File: src/rtl/mux_pipe_pkg.sv
// mux_pipe_pkg: shared types, constants and helpers for the mux_pipe block.
//   sel_width(n) : width of a channel index, never less than 1 bit
//   sel_mode_e   : channel selection mode (explicit sel or round-robin)
//   RST_DATA     : data value held by the output register after reset
package mux_pipe_pkg;

  typedef enum logic {SEL_EXPLICIT = 1'b0, SEL_RR = 1'b1} sel_mode_e;

  localparam int unsigned RST_DATA = 0;

  function automatic int sel_width(input int n);
    int w;
    w = $clog2(n);
    return (w < 1) ? 1 : w;
  endfunction

endpackage

File: src/rtl/mux_skid_buf.sv
// mux_skid_buf: 2-entry valid/ready skid buffer (output register + skid register).
//   clk, reset            : clock (rising edge), asynchronous active-high reset
//   in_data/in_valid/in_ready    : upstream handshake; in_ready is registered
//   out_data/out_valid/out_ready : downstream handshake; out_data is registered
// in_ready only ever reflects stored state, so there is no combinational path
// from out_ready to in_ready.
module mux_skid_buf
  import mux_pipe_pkg::*;
#(
  parameter int W = 8
) (
  input  logic         clk,
  input  logic         reset,
  input  logic [W-1:0] in_data,
  input  logic         in_valid,
  output logic         in_ready,
  output logic [W-1:0] out_data,
  output logic         out_valid,
  input  logic         out_ready
);

  logic [W-1:0] skid_data;
  logic         skid_valid;
  logic         rdy_q;
  logic         acc;
  logic         skid_nxt;

  assign in_ready = rdy_q;
  assign acc      = in_valid && rdy_q;

  // Skid fills only when a word arrives while the output register is stalled;
  // it empties as soon as the output register pops.
  always_comb begin
    skid_nxt = 1'b0;
    if (skid_valid) skid_nxt = !out_ready;
    else            skid_nxt = acc && out_valid && !out_ready;
  end

  always_ff @(posedge clk or posedge reset) begin
    if (reset) begin
      out_data   <= W'(RST_DATA);
      out_valid  <= 1'b0;
      skid_data  <= W'(RST_DATA);
      skid_valid <= 1'b0;
      rdy_q      <= 1'b0;  // rises on the first edge out of reset
    end else begin
      skid_valid <= skid_nxt;
      rdy_q      <= !skid_nxt;
      if (skid_valid) begin
        // rdy_q is low here, so no new word can arrive this edge
        if (out_ready) out_data <= skid_data;
      end else if (acc) begin
        if (!out_valid || out_ready) begin
          out_data  <= in_data;
          out_valid <= 1'b1;
        end else begin
          skid_data <= in_data;
        end
      end else if (out_ready) begin
        out_valid <= 1'b0;
      end
    end
  end

endmodule

File: src/rtl/mux_pipe.sv
// mux_pipe: N-channel, W-bit registered multiplexer with valid/ready on both sides.
//   clk, reset          : clock (rising edge), asynchronous active-high reset
//   in_data [N*W]       : packed channels, channel k at [k*W +: W]
//   in_valid / in_ready : upstream handshake (in_ready registered)
//   sel, rr_mode        : explicit channel index, or round-robin when rr_mode=1
//   out_data/out_valid/out_ready : downstream handshake
//   sel_err             : only with MUX_PIPE_SEL_ERR_EN; one-cycle pulse after an
//                         out-of-range explicit sel was consumed and dropped
//   rr_ptr              : round-robin pointer (debug)
// Macro MUX_PIPE_SEL_ERR_EN enables out-of-range sel dropping and sel_err.
// Without it an out-of-range sel forwards a zero word.
module mux_pipe
  import mux_pipe_pkg::*;
#(
  parameter int N = 4,
  parameter int W = 8,
  localparam int SELW = sel_width(N)
) (
  input  logic            clk,
  input  logic            reset,
  input  logic [N*W-1:0]  in_data,
  input  logic            in_valid,
  output logic            in_ready,
  input  logic [SELW-1:0] sel,
  input  logic            rr_mode,
  output logic [W-1:0]    out_data,
  output logic            out_valid,
  input  logic            out_ready,
`ifdef MUX_PIPE_SEL_ERR_EN
  output logic            sel_err,
`endif
  output logic [SELW-1:0] rr_ptr
);

  logic [N-1:0][W-1:0] chans;
  sel_mode_e           mode;
  logic [SELW-1:0]     ch;
  logic [W-1:0]        mux_data;
  logic                acc;
  logic                fwd_valid;

  assign chans = in_data;
  assign mode  = sel_mode_e'(rr_mode);
  assign ch    = (mode == SEL_RR) ? rr_ptr : sel;
  assign acc   = in_valid && in_ready;

  // Indices with no matching channel (sel >= N) fall through to zero.
  always_comb begin
    mux_data = W'(RST_DATA);
    for (int k = 0; k < N; k++)
      if (ch == SELW'(k)) mux_data = chans[k];
  end

`ifdef MUX_PIPE_SEL_ERR_EN
  logic sel_oor;
  assign sel_oor   = (mode == SEL_EXPLICIT) && (32'(sel) >= N);
  // Dropped words are still accepted upstream; they just never reach the buffer.
  assign fwd_valid = in_valid && !sel_oor;

  always_ff @(posedge clk or posedge reset) begin
    if (reset) sel_err <= 1'b0;
    else       sel_err <= acc && sel_oor;
  end
`else
  assign fwd_valid = in_valid;
`endif

  always_ff @(posedge clk or posedge reset) begin
    if (reset)
      rr_ptr <= '0;
    else if (acc && mode == SEL_RR)
      rr_ptr <= (rr_ptr == SELW'(N-1)) ? '0 : rr_ptr + 1'b1;
  end

  mux_skid_buf #(.W(W)) u_skid (
    .clk       (clk),
    .reset     (reset),
    .in_data   (mux_data),
    .in_valid  (fwd_valid),
    .in_ready  (in_ready),
    .out_data  (out_data),
    .out_valid (out_valid),
    .out_ready (out_ready)
  );

endmodule

File: config.mk
export PLATFORM = sky130hd
export DESIGN_NAME = mux_pipe
export DESIGN_NICKNAME = d
export VERILOG_FILES = /design/src/rtl/mux_pipe_pkg.sv /design/src/rtl/mux_skid_buf.sv /design/src/rtl/mux_pipe.sv
export SDC_FILE = /design/constraint.sdc
export NUM_CORES = 1
export LEC_CHECK = 0
export CAP_MARGIN = 20
export CORE_ASPECT_RATIO = 0.7
export CORE_MARGIN = 2
export CORE_UTILIZATION = 41
export DETAILED_ROUTE_END_ITERATION = 10
export PLACE_DENSITY = 0.87
export SETUP_SLACK_MARGIN = 0.2
export SYNTH_ARGS = -nofsm -noshare
export SYNTH_HDL_FRONTEND = slang
export SYNTH_HIERARCHICAL = 1
export SYNTH_SLANG_ARGS = --single-unit
File: constraint.sdc
create_clock -name clk -period 2.7 [get_ports clk]
set_input_delay 0.675 -clock clk [delete_from_list [all_inputs] [get_ports clk]]
set_output_delay 0.675 -clock clk [all_outputs]
set_load 0.05 [all_outputs]
==> impl_results.md <==
* Total track usage at 18.4%
* Htree depth at 1
* Area leader, netlist: dfrtp_1
* Iteration-0 DRC count of the detailed router at 20
* Clk slew on worst S/H paths at 0.07 ns
* Die Span Y at 48.3 microns
* Antenna cells at 0
* Final HPWL DP at 2130 microns
* PwrDens at 961 nW/um^2
* Port bufs at 50
* Tcrit/Tclk final at 88.6%
* Post-synth ARST share at 100%
* Post-Route WL at 2600 microns
* Post-Synthesis Cells at 75
* Vias in the first global route at 911
* Routed vias/inst at 5.13
* Setup-failing EPs final at 0
* PostCTS Resize Cnt at 1
* Worst-skew pair later-pin latency at 0.25 ns
* Core Box Area at 2720 sq um
* Antenna-violating nets left at 0
* # DRC at 0
* Starting Density at 42.2%
* Area contributors post-synth: dfrtp_1 (46%), mux2_2 (25%), mux4_2 (16%)
* GRT overflow at 0
* Startpoint class of the critical path: primary input
* Die Area at 3250 sq um
* FF+latch count, synth at 21
* Vias at 861
* Hold crit path type: flip-flop to flip-flop
* Worst-Margin Slew at 0.724 ns
* Post-synth EDFFs at 0
* Gpl congestion at 0.779
* # placed instances at 164
* Crit path time final at 2.39 ns
* CTS tree: yes
* Most frequent cell after synthesis: mux2_2
* Synth Cell Area at 1150 sq um
* Crit-path max FO at 8
* Initial antenna violation count at 0
* RSZ-0062 raised after global routing: false
* Pre-Repair DR Iteration Count at 4
* Clock buffer depth at 2
* Hold Violations, Final at 0
* First-pass GRT wire length at 4240 microns
* CP arrival at 2.53 ns
* CTS sink count at 21
* Yosys top cell area share at 45.8%
* Die width at 67.3 microns
* Syn_area_per_cell at 15.3 sq um
* Post-Route Setup TNS at 0 ns
* Synth Net Count at 115
* Final net count at 173
* Largest net degree at the start of global routing at 20
* Status: finished, final reports clean
* I/O pin count at 51
* WP data required at 2.84 ns
* F_max at 0.418 GHz
* Num CTS Buffers at 3
* Slew Viols, Final at 0
* # Post-CTS Setup Buffers at 0
* Ys flop type: dfrtp_1
* Root buf cell: clkbuf_8
* Row cnt at 16
* WL per Instance at 15.5 microns
* VDD IR-drop max at 0.501 mV
* Area grow syn2layout at 54.8%
* Static Leak at 0.713 nW
* Crit. End Element: flip-flop
* Yosys cell types at 17
* Max cap viols at 0
* Syn. warnings at 6
* Cell Count, Final, Fillers Out at 168
* Hold Buf Count CTS at 0
* Core Util, Final at 65.3%
* Sequential share of the synthesized area at 45.8%
* Slew margin rel. at 51.7%
* Clk_skew at 0.00102 ns
* WS Path Type: primary input to flip-flop
* Synth cell count leaders: mux2_2 (26), dfrtp_1 (21), mux4_2 (8), inv_1 (3), nor2_1 (3)
* Share of cells above drive strength 1 at 34.8%
==> layer usage <==
| layer | up-vias | part of all wire [%] | GRT usage, % |
|---|---|---|---|
| met5 | - | 0 | 0 |
| met4 | 0 | 0 | 0 |
| met3 | 0 | 9.5 | 7.16 |
| met2 | 39 | 49 | 33.9 |
| met1 | 423 | 41 | 22.4 |
| li1 | 399 | - | - |
==> path summary, 6_finish.rpt <==
kind                                           startpoint  cells after the start  slack, ns                             end
setup / recovery                                   sel[0]                      6       0.31  u_skid/out_data[0]$_DFFE_PP0P_
max in group asynchronous                           reset                      2       1.38  u_skid/out_data[6]$_DFFE_PP0P_
min in group asynchronous                           reset                      2       0.60           rr_ptr[1]$_DFFE_PP0P_
hold reg to reg            u_skid/out_data[6]$_DFFE_PP0P_                      1       0.51  u_skid/out_data[6]$_DFFE_PP0P_
setup reg to reg                    rr_ptr[0]$_DFFE_PP0P_                      5       0.72  u_skid/out_data[0]$_DFFE_PP0P_
hold / removal             u_skid/out_data[6]$_DFFE_PP0P_                      1       0.51  u_skid/out_data[6]$_DFFE_PP0P_
==> worst max-delay path: stages <==
cell             delay [ns]
clkdlybuf4s50_1        0.44
mux2i_4                0.18
buf_12                 0.16
mux4_2                 0.52
mux2_2                 0.29
mux2_2                 0.27
==> area by class of cell <==
| cell class | count | area [sq um] |
|---|---|---|
| Fill cell | 214 | 945 |
| Timing Repair Buffer | 55 | 549 |
| Clock buffer | 4 | 45.0 |
| Sequential cell | 21 | 526 |
| Multi-Input combinational cell | 49 | 602 |
| Inverter | 3 | 11.3 |
| Tap cell | 36 | 45.0 |
==> sequential cells by signal (all words and copies together), names as in the netlist <==
register and flops:
u_skid/in_ready 1, u_skid/skid_valid 1, u_skid/out_data 8, rr_ptr 2, u_skid/out_valid 1, u_skid/skid_data 8
==> cells by family after synthesis <==
| kind of cell | Yosys count | share of synthesized area, % |
|---|---|---|
| buffers and inverters | 5 | 1.85 |
| AND/OR/NAND/NOR | 8 | 4.90 |
| adder cells (fa/ha/maj) | 1 | 1.09 |
| AO/OA/AOI/OAI | 4 | 2.07 |
| flip-flops | 21 | 45.8 |
| multiplexers | 36 | 44.3 |
==> cells in the final DEF (no fill, tap or decap) <==
master / count
mux2i_2: 1
nor4b_4: 1
buf_12: 1
clkbuf_8: 3
dfrtp_1: 21
o22a_1: 1
clkbuf_1: 1
and2_1: 1
mux2i_4: 1
nand3_1: 1
ha_1: 1
or2_2: 1
nor2_1: 3
inv_1: 3
dlygate4sd2_1: 1
a21oi_1: 1
buf_4: 4
o21ai_0: 2
clkdlybuf4s50_1: 49
mux4_2: 8
mux2_2: 26
nand2_1: 1
==> per-stage QoR <==
stage	power, mW	hold slack (ns)	setup slack [ns]	instance area (sq um)
3_5_place_dp	1.52	0.497	-0.187	1730
4_1_cts	1.72	0.512	0.308	1780
2_1_floorplan	1.18	0.416	0.443	1150
3_3_place_gp	1.49	0.483	-0.101	1730
5_1_grt	1.82	0.531	0.289	1780
6_report	1.71	0.509	0.309	1780
==> report_power, final <==
| part | leakage (nW) | switching, mW | total [mW] | internal (mW) |
|---|---|---|---|---|
| Sequential | 0.248 | 0.101 | 0.560 | 0.459 |
| Combinational | 0.442 | 0.483 | 0.949 | 0.466 |
| Clock | 0.0228 | 0.0940 | 0.199 | 0.105 |
No activity file was read; power rests on OpenSTA's default activity.
